**config.mk**
```make
export PLATFORM = sky130hd
export DESIGN_NAME = rf_loader
export DESIGN_NICKNAME = d
export VERILOG_FILES = /design/src/rtl/rf_loader.sv
export SDC_FILE = /design/constraint.sdc
export NUM_CORES = 1
export LEC_CHECK = 0
export ABC_AREA = 1
export BUFFER_PORTS_ARGS = -buffer_cell sky130_fd_sc_hd__buf_2
export CORE_UTILIZATION = 40
export DETAILED_ROUTE_END_ITERATION = 10
export GPL_ROUTABILITY_DRIVEN = 0
export PLACE_DENSITY = 0.75
export SYNTH_ARGS = -nofsm -noshare
export SYNTH_HDL_FRONTEND = slang
export SYNTH_SLANG_ARGS = --single-unit
```
**constraint.sdc**
```tcl
create_clock -name clk -period 1.5 [get_ports clk]
set_input_delay 0.15 -clock clk [delete_from_list [all_inputs] [get_ports clk]]
set_output_delay 0.15 -clock clk [all_outputs]
set_load 0.02 [all_outputs]
```
**src/rtl/rf_loader.sv**
```systemverilog
// rf_loader: streams a block of words into consecutive register-file entries.
// A start in IDLE latches a base index and a word count; each accepted beat
// produces a registered write one cycle later. The index wraps from 31 to 0.
// busy stays high for the whole load so CPU-side writes can be held off.
module rf_loader #(
   parameter bit ZERO_PROTECT = 1'b1
) (
   input  logic        clk,
   input  logic        rst,
   input  logic        start,
   input  logic [4:0]  base_reg,
   input  logic [5:0]  count,
   input  logic        in_valid,
   input  logic [31:0] in_data,
   output logic        in_ready,
   output logic [4:0]  writereg,
   output logic [31:0] writedata,
   output logic        write,
   output logic        busy,
   output logic        done,
   output logic        err
);

   typedef enum logic [1:0] {StIdle, StLoad, StDone} state_e;

   state_e      state_q, state_d;
   logic [4:0]  ptr_q, ptr_d;
   logic [5:0]  rem_q, rem_d;
   logic        write_q, write_d;
   logic [4:0]  writereg_q, writereg_d;
   logic [31:0] writedata_q, writedata_d;
   logic        err_q, err_d;

   // State register.
   always_ff @(posedge clk) begin
      if (rst) state_q <= StIdle;
      else     state_q <= state_d;
   end

   // Datapath registers: pointer, remaining count and the registered write port.
   always_ff @(posedge clk) begin
      if (rst) begin
         ptr_q       <= '0;
         rem_q       <= '0;
         write_q     <= 1'b0;
         writereg_q  <= '0;
         writedata_q <= '0;
         err_q       <= 1'b0;
      end else begin
         ptr_q       <= ptr_d;
         rem_q       <= rem_d;
         write_q     <= write_d;
         writereg_q  <= writereg_d;
         writedata_q <= writedata_d;
         err_q       <= err_d;
      end
   end

   // Next-state and datapath update; write index/data hold unless a real write occurs.
   always_comb begin
      state_d     = state_q;
      ptr_d       = ptr_q;
      rem_d       = rem_q;
      write_d     = 1'b0;
      writereg_d  = writereg_q;
      writedata_d = writedata_q;
      err_d       = 1'b0;
      unique case (state_q)
         StIdle: begin
            if (start) begin
               if (count == 6'd0) begin
                  state_d = StDone;
               end else if (count > 6'd32) begin
                  err_d = 1'b1;
               end else begin
                  state_d = StLoad;
                  ptr_d   = base_reg;
                  rem_d   = count;
               end
            end
         end
         StLoad: begin
            if (in_valid) begin
               ptr_d = ptr_q + 5'd1;
               rem_d = rem_q - 6'd1;
               // Beats aimed at register 0 are swallowed when protection is on.
               if (!(ZERO_PROTECT && ptr_q == 5'd0)) begin
                  write_d     = 1'b1;
                  writereg_d  = ptr_q;
                  writedata_d = in_data;
               end
               if (rem_q == 6'd1) state_d = StDone;
            end
         end
         StDone: begin
            state_d = StIdle;
         end
         default: begin
            state_d = StIdle;
         end
      endcase
   end

   // Outputs decoded from state or taken straight from registers.
   always_comb begin
      in_ready  = (state_q == StLoad);
      busy      = (state_q != StIdle);
      done      = (state_q == StDone);
      write     = write_q;
      writereg  = writereg_q;
      writedata = writedata_q;
      err       = err_q;
   end

endmodule

```
==> flow_summary.toml, run 1 <==
[logic_synthesis]
synthesis.nets = 379
ys_seq_area_share_pct = 44.59
yosysUniqueCellTypes = 21
synth_common_cells = "55 x nand2_1, 53 x inv_1, 52 x dfxtp_1"
synth_edf_count = 0
yosys.area.top_type = "dfxtp_1"
async_flop_share_pct = 0
ys.flop_type = "dfxtp_1"
synth_top_area_share_pct = 44.59
synthTopCellsByArea = "dfxtp_1 45%, nand2_1 8.8%, inv_1 8.5%, a21oi_1 7.7%, o21ai_0 7.7%"
synth_cells = 328
synth-seq-cells = 52
yosysWarnings = 0
synth_most_common_cell = "nand2_1"
synth_area_um2 = 2335
syn_area_per_cell_um2 = 7.118

[final_layout]
drive_gt1_share_pct = 27.64
areaGrowthSynthToFinish_pct = 25.94
design_area_um2 = 2940
nets = 466
num_antenna_cells = 0
utilization_pct = 52.75
final.fill_count = 576
final_cells = 488

[timing]
max_freq_ghz = 0.6959
hold_ws_ns = 0.04016
fin_setup_tns_ns = 0
tightest_slew_ns = 0.2775
finalClockSkew_ns = 0.009627
rsz0062_at_grt = "true"
slew_violations = 0
period_needed_ns = 1.437
hold_violations = 0
finalCritPeriodShare_pct = 95.81
relSlewSlack_pct = 81.43
setup_viol = 0
fin_ws_ns = 0.06291

[route]
num_vias = 2291
avgRoutedWirePerCell_um = 11.15
wl_met2_um = 2489
wl_met3_um = 377
routed_wl_um = 5439
avgViaCountPerCell = 4.695
drc = 0
antenna_left = 0
drt-pass1-iter-count = 4
routedLengthMet1_um = 2508
drt_iter0_drc = 97
topRoutingLayerUsed = "met4"

[setup_path]
critical_path_class = "reg2out"
critPathTopFamily = "flip-flops"
worst_setup_path_start_kind = "flop"
worstRegToRegCells = 7
timing.rr.end = "writedata[11]$_SDFFE_PP0P_"
crit_buf_inv = 3
cp_cell_sequence = "inv_1 > nor2_2 > buf_4 > buf_2"
arrival_ns = 1.29
worstPathRequired_ns = 1.35
crit_fanout = 4
r2r_slack_ns = 0.08
r2r_start = "ptr_q[0]$_SDFFE_PP0P_"
max_stage_delay_ns = 0.39
cp_slowest_cell = "dfxtp_1"
end_kind = "output pin"

[cts]
cts_tree = "yes"
post_cts.repair.setup_buffers = 0
cts_root_buf = "clkbuf_8"
clk_path_buf_depth = 2
htree_levels = 2
clock_sinks = 52
clock_latency_ns = 0.31
numCtsBuffers = 5
clk_pin_slew_ns = 0.09

[grt]
grt_first_pass_wirelength_um = 8507
grt_max_degree = 75
grt_pass1_vias = 1974
track_usage_pct = 17.43
antenna_found_initial = 0
gr-total-overflow = 0

[placement]
placed_cell_area_um2 = 2824
dpl.hpwl_um = 3795
placed_cells = 479
port_buffers = 88
place_ws_ns = 0.06589

[pwr]
pwr_density_cell_nw_per_um2 = 1288
ir_worst_vdd_v = 0.0005410
p_total_mw = 3.788
total_leakage_power_nw = 1.472

[min_path]
hold_path_end = "err$_SDFF_PP0_"
hold_depth = 2
min_path_type = "in2reg"
hold_start = "rst"

[job]
cap_violations = 0

[status]
status = "finished, final reports clean"

[floorplan]
die_w_um = 78.40
rows = 27
io_pins = 89
fp.dieArea_um2 = 6147
start_util_pct = 41.89
fp.dieH_um = 78.40
core_area_um2 = 5574
-- repair_timing --
action	CTS	global route
hold buffers	0	0
setup endpoints to repair	0	25
gates resized for setup	0	7
-- how the worst max path moves through the flow --
stage / startpoint / end / slack, ns / depth (start not counted)
detailed placement: ptr_q[1]$_SDFFE_PP0P_ / writedata[11]$_SDFFE_PP0P_ / 0.07 / 7
CTS: state_q[0]$_SDFFE_PP0P_ / in_ready / 0.04 / 4
floorplan: ptr_q[0]$_SDFFE_PP0P_ / writedata[11]$_SDFFE_PP0P_ / 0.17 / 8
global placement: ptr_q[1]$_SDFFE_PP0P_ / writedata[10]$_SDFFE_PP0P_ / 0.08 / 7
finish: state_q[0]$_SDFFE_PP0P_ / in_ready / 0.06 / 4
global route: ptr_q[0]$_SDFFE_PP0P_ / writedata[30]$_SDFFE_PP0P_ / -0.03 / 7
-- cell families after synthesis --
| kind of cell | Yosys count | share of synthesized area, % |
|---|---|---|
| flops | 52 | 44.59 |
| compound gates | 80 | 17.20 |
| buf+inv | 72 | 14.47 |
| simple gates | 120 | 21.60 |
| fa+ha+maj | 4 | 2.144 |
-- metal layers --
layer | vias to the layer above | global-route usage (%)
li1 | 1200 | -
met1 | 996 | 20.74
met2 | 88 | 30.18
met3 | 7 | 4.186
met4 | 0 | 6.667
met5 | - | 0
-- worst register-to-register path, delay by kind of cell (launching register included) --
family | cells | cell delay [ns]
adder cells (fa/ha/maj) | 1 | 0.20
AND/OR/NAND/NOR | 2 | 0.25
flip-flops | 1 | 0.37
AO/OA/AOI/OAI | 2 | 0.24
buffers and inverters | 2 | 0.28
-- cell usage in the layout (no fill, tap or decap) --
master and instances:
buf_2 88, nand2_1 55, inv_1 53, dfxtp_1 51
nor2_1 38, a21oi_1 36, o21ai_0 30, o21ai_1 13
nand3_1 13, buf_4 6, nand4_1 5, clkbuf_8 5
ha_1 4, nor2_2 3, inv_2 2, nand3_2 2
or2_2 2, buf_12 2, nand3b_1 1, nor3_1 1
a31oi_1 1, inv_6 1, clkinvlp_4 1, clkinv_2 1
clkbuf_16 1, dfxtp_2 1
-- cell type report --
| type | count | area (um2) | area share, % |
|---|---|---|---|
| multi-input cells | 204 | 960.9 | 32.68 |
| clock inverters | 3 | 21.27 | 0.7234 |
| inverters | 55 | 206.4 | 7.021 |
| repair buffers | 97 | 550.5 | 18.72 |
| clock buffers | 5 | 68.82 | 2.340 |
| well taps | 72 | 90.09 | 3.064 |
| flip-flops and latches | 52 | 1042 | 35.45 |
-- registers in the layout (all words and copies together) (netlist names) --
register,count
writedata,32
rem_q,6
ptr_q,5
writereg,5
state_q,2
err,1
write,1
-- report_power, final --
group	total (mW)	internal (mW)	switching, mW
clock	0.815	0.332	0.483
combinational	1.27	0.475	0.795
sequential	1.70	1.58	0.121
total	3.79	2.39	1.40
No activity file was read; power rests on OpenSTA's default activity.
==> run 2: changes to the inputs <==
==> constraint.sdc (replaced) <==
create_clock -name clk -period 1.5 [get_ports clk]
set_input_delay 0.15 -clock clk [delete_from_list [all_inputs] [get_ports clk]]
set_output_delay 0.15 -clock clk [all_outputs]
set_load 0.05 [all_outputs]
==> run 2 against run 1 <==
Compared with the run above: total power rose by 11%; final cell count shrank 0.61%; combinational power rose by 25%; sequential power barely moved; sequential share of layout area hardly changed; register-to-register slack about the same.
==> flow_summary.toml, run 2 (synthesis results as in run 1) <==
[route]
drc = 0
avgRoutedWirePerCell_um = 11.43
drt_iter0_drc = 87
routed_wl_um = 5543
antenna_left = 0
drt-pass1-iter-count = 4
num_vias = 2294
avgViaCountPerCell = 4.730

[final_layout]
largest_reg_flops = 32
nets = 465
utilization_pct = 52.88
final-seq-area_um2 = 1044
final.fill_count = 557
multi_input_area_um2 = 965.9
drive_gt1_share_pct = 27.36
areaGrowthSynthToFinish_pct = 26.26
layout_commonest_cell = "buf_2"
final_cell_mix = "88 x buf_2, 55 x nand2_1, 53 x inv_1"
num_antenna_cells = 0

[timing]
hold_violations = 0
finalClockSkew_ns = 0.01170
slew_violations = 0
relSlewSlack_pct = 80.77
finalCritPeriodShare_pct = 94.46
max_freq_ghz = 0.7058
period_needed_ns = 1.417
setup_viol = 0
fin_setup_tns_ns = 0
fin_ws_ns = 0.08311
tightest_slew_ns = 0.2885

[setup_path]
arrival_ns = 1.60
worst_setup_path_start_kind = "flop"
timing.rr.end = "writedata[10]$_SDFFE_PP0P_"
max_stage_delay_ns = 0.36
cp_cell_sequence = "inv_1 > ha_1 > nand4_1 > nand3_2 > buf_12 > o21ai_0 > a21oi_1"
crit_fanout = 37
r2r_start = "ptr_q[0]$_SDFFE_PP0P_"
r2r_slack_ns = 0.08
cp_slowest_cell = "dfxtp_1"
worstPathRequired_ns = 1.69
critical_path_class = "reg2reg"
worstRegToRegCells = 7
end_kind = "flop"

[pwr]
pwr_density_cell_nw_per_um2 = 1427
total_leakage_power_nw = 1.473
p_sw_share_pct = 39.81
p_total_mw = 4.207
p_seq_share_pct = 40.5
pwr-share-comb_pct = 37.7
clock_power_share_pct = 21.8
internal-power_mw = 2.533
power_switching_mw = 1.675
ir_worst_vdd_v = 0.0006086

[cts]
clock_sinks = 52
numCtsBuffers = 5
htree_levels = 2
ctsHoldBuffers = 0
post_cts.repair.setup_buffers = 0
clk_path_buf_depth = 2
clock_latency_ns = 0.30
cts_tree = "yes"
clk_pin_slew_ns = 0.10
cts_root_buf = "clkbuf_8"

[placement]
place_ws_ns = 0.07797
port_buffers = 88
dpl.hpwl_um = 3759

[floorplan]
fp.dieH_um = 78.40
io_pins = 89
fp.dieArea_um2 = 6147
core_area_um2 = 5574
start_util_pct = 41.89
rows = 27
die_w_um = 78.40

[grt]
track_usage_pct = 17.02
grt_pass1_vias = 1848
grt_max_degree = 75
antenna_found_initial = 0
gr-total-overflow = 0
grt_first_pass_wirelength_um = 8349

[min_path]
hold_depth = 2
hold_path_end = "err$_SDFF_PP0_"
hold_start = "rst"
min_path_type = "in2reg"

[status]
status = "finished, final reports clean"

[job]
cap_violations = 0
==> run 2: worst max-delay path by stage <==
stage	startpoint	end	depth (start not counted)
after floorplan	state_q[1]$_SDFFE_PP0P_	rem_q[5]$_SDFFE_PP0P_	8
after global placement	ptr_q[1]$_SDFFE_PP0P_	writedata[10]$_SDFFE_PP0P_	7
after detailed placement	ptr_q[1]$_SDFFE_PP0P_	writedata[15]$_SDFFE_PP0P_	7
after CTS	state_q[0]$_SDFFE_PP0P_	in_ready	3
after global routing	ptr_q[0]$_SDFFE_PP0P_	writedata[22]$_SDFFE_PP0P_	7
final	ptr_q[0]$_SDFFE_PP0P_	writedata[10]$_SDFFE_PP0P_	7
==> run 2: area by class of cell <==
type | count | area share (%)
repair buffers | 96 | 18.42
clock buffers | 5 | 2.334
inverters | 55 | 7.003
clock inverters | 1 | 1.019
well taps | 72 | 3.056
multi-input cells | 204 | 32.77
flip-flops and latches | 52 | 35.40
==> run 2: power by group through the flow <==
| stage | clock (mW) | sequential, mW | combinational [mW] |
|---|---|---|---|
| finish | 0.918 | 1.70 | 1.59 |
| detailed placement | 0 | 1.73 | 1.55 |
| global route | 0.987 | 1.73 | 1.74 |
| CTS | 0.940 | 1.70 | 1.56 |
| global placement | 0 | 1.72 | 1.53 |
| floorplan | 0 | 2.16 | 0.772 |
==> run 2: through the flow <==
stage	instances	cell area, um2	hold slack, ns
floorplan	328	2335	0.2268
global placement	478	2816	0.3592
detailed placement	478	2816	0.3635
CTS	484	2915	0.04404
global route	485	2948	0.05111
finish	485	2948	0.04215
==> run 2: critical path, delay by kind of cell, from the launching register on <==
kind	cells	cell delay, ns
flip-flops	1	0.36
adder cells (fa/ha/maj)	1	0.19
AND/OR/NAND/NOR	2	0.24
AO/OA/AOI/OAI	2	0.23
buffers and inverters	2	0.27
==> run 2: what timing repair did <==
action | 4_1_cts | 5_1_grt
setup endpoints to repair | 0 | 31
endpoints found under the hold margin | 0 | 0
resized for setup | 0 | 5
==> run 2: layer usage <==
layer	GRT usage [%]	part of all wire [%]	vias to the layer above
li1	-	-	1199
met1	22.06	48	1006
met2	28.07	46	85
met3	4.767	6.4	4
met4	3.704	0.45	0
met5	0	0	-
==> run 3: changes to the inputs <==
--- a/config.mk
+++ b/config.mk
@@ -6,11 +6,12 @@
 export NUM_CORES = 1
 export LEC_CHECK = 0
 export ABC_AREA = 1
-export BUFFER_PORTS_ARGS = -buffer_cell sky130_fd_sc_hd__buf_2
 export CORE_UTILIZATION = 40
 export DETAILED_ROUTE_END_ITERATION = 10
+export DONT_BUFFER_PORTS = 1
 export GPL_ROUTABILITY_DRIVEN = 0
-export PLACE_DENSITY = 0.75
+export PLACE_DENSITY = 0.62
+export RECOVER_POWER = 100
 export SYNTH_ARGS = -nofsm -noshare
 export SYNTH_HDL_FRONTEND = slang
 export SYNTH_SLANG_ARGS = --single-unit
==> run 3 against run 2 <==
Compared with the run above: via count decreased by 12%; hold slack got worse by 0.016 ns; first-iteration DRC count increased by 22%; clock skew decreased by 0.0032 ns; clock-buffer cell count unchanged; die area unchanged; routed wire length decreased by 5.0%; fmax increased by 0.15%; clock power decreased by 12%; final cell count decreased by 15%; critical endpoint is now writereg[1]$_SDFFE_PP0P_; largest cell class unchanged.
==> flow_summary.toml, run 3 (synthesis results as in run 1) <==
[status]
status = "finished, final reports clean"

[setup_path]
crit_fanout = 37
arrival_ns = 1.60
end_kind = "flop"
cp_slowest_cell = "dfxtp_1"
critPathTopFamily = "flip-flops"
worst_setup_path_start_kind = "flop"
critical_path_class = "reg2reg"
max_stage_delay_ns = 0.36
cp_cell_sequence = "inv_1 > ha_1 > nand4_1 > nand3_2 > buf_12 > o21ai_0 > a21oi_1"
worstPathRequired_ns = 1.69
crit_buf_inv = 2

[route]
avgViaCountPerCell = 4.889
drt_iter0_drc = 106
avgRoutedWirePerCell_um = 12.75
drc = 0
routed_wl_um = 5264
num_vias = 2019
antenna_left = 0
drt-pass1-iter-count = 4

[timing]
hold_violations = 0
setup_viol = 0
finalCritPeriodShare_pct = 94.32
relSlewSlack_pct = 59.33
slew_violations = 0
tightest_slew_ns = 0.6126
fin_ws_ns = 0.08527
max_freq_ghz = 0.7068
hold_ws_ns = 0.02613
period_needed_ns = 1.415
rsz0062_at_grt = "false"
finalClockSkew_ns = 0.008488
fin_setup_tns_ns = 0

[placement]
dpl.hpwl_um = 3539
place_ws_ns = 0.1165
port_buffers = 0
placed_cell_area_um2 = 2479
placed_cells = 402

[grt]
grt_first_pass_wirelength_um = 8162
antenna_found_initial = 0
grt_max_degree = 75
gr-total-overflow = 0
track_usage_pct = 16.57
grt_pass1_vias = 1832

[job]
cap_violations = 0

[final_layout]
multi_input_area_um2 = 958.4
final-seq-area_um2 = 1044
largest_reg_flops = 32
utilization_pct = 46.04
nets = 391
num_antenna_cells = 0
final.fill_count = 590
design_area_um2 = 2566
drive_gt1_share_pct = 8.211
areaGrowthSynthToFinish_pct = 9.914
final_cells = 413
final_cell_mix = "55 x nand2_1, 53 x inv_1, 50 x dfxtp_1"
layout_commonest_cell = "nand2_1"

[floorplan]
io_pins = 89
rows = 27
start_util_pct = 41.89
fp.dieH_um = 78.40
fp.dieArea_um2 = 6147
core_area_um2 = 5574
die_w_um = 78.40

[cts]
cts_root_buf = "clkbuf_8"
cts_tree = "yes"
clock_latency_ns = 0.30
numCtsBuffers = 5
clk_pin_slew_ns = 0.10
clk_path_buf_depth = 2
htree_levels = 2
clock_sinks = 52

[pwr]
total_leakage_power_nw = 1.092
pwr_density_cell_nw_per_um2 = 1533
ir_worst_vdd_v = 0.0005507
p_total_mw = 3.935

[min_path]
min_path_type = "in2reg"
==> run 3: changes by cell type in the layout (fill, tap and decap cells not counted), moves of 2 or more <==
| cell | delta |
|---|---|
| clkbuf_2 | +2 |
| dlygate4sd3_1 | +2 |
| buf_2 | -88 |
| buf_4 | -2 |
| clkbuf_1 | +10 |
| o21ai_0 | +5 |
| o21ai_1 | -5 |
| buf_6 | +2 |
==> run 3: routing by layer <==
| layer | vias up | share of wire (%) | GRT usage (%) | wire length [um] |
|---|---|---|---|---|
| met1 | 901 | 47 | 20.55 | 2481 |
| met3 | 2 | 7.0 | 5.233 | 371 |
| li1 | 1056 | - | - | - |
| met2 | 60 | 45 | 28.16 | 2388 |
| met4 | 0 | 0.44 | 3.333 | 23 |
| met5 | - | 0 | 0 | 0 |
==> run 3: final cells by class <==
cell class              count  share of cell area (%)
flip-flops and latches     52                   40.66
multi-input cells         204                   37.35
inverters                  55                   8.045
repair buffers             22                   6.923
well taps                  72                   3.510
clock buffers               5                   2.682
clock inverters             3                  0.8289
==> run 3: worst paths after layout <==
kind                                                 from  cells past startpoint  slack [ns]                    endpoint
worst max-delay path                ptr_q[0]$_SDFFE_PP0P_                      7        0.09    writereg[1]$_SDFFE_PP0P_
worst min-delay path                          in_data[21]                      2        0.03  writedata[21]$_SDFFE_PP0P_
worst max register to register      ptr_q[0]$_SDFFE_PP0P_                      7        0.09    writereg[1]$_SDFFE_PP0P_
worst min register to register  writedata[8]$_SDFFE_PP0P_                      2        0.45   writedata[8]$_SDFFE_PP0P_
==> run 3: report_power, final <==
group / total (mW) / internal [mW] / switching, mW
clock: 0.811 / 0.332 / 0.479
sequential: 2.06 / 1.58 / 0.473
combinational: 1.07 / 0.355 / 0.713
total: 3.94 / 2.27 / 1.67
==> run 3: worst reg2reg max path, delay by kind of cell (launching register included) <==
family	cells	cell delay [ns]
fa+ha+maj	1	0.19
flops	1	0.36
compound gates	2	0.25
buf+inv	2	0.27
simple gates	2	0.23
==> run 3: timing repair <==
item                                    4_1_cts  5_1_grt
gates resized for setup                       1        5
hold buffers                                  2        0
endpoints found under the setup margin        1       12
setup buffers                                 0        0
gates cloned                                  0        1
hold endpoints to repair                      2        0
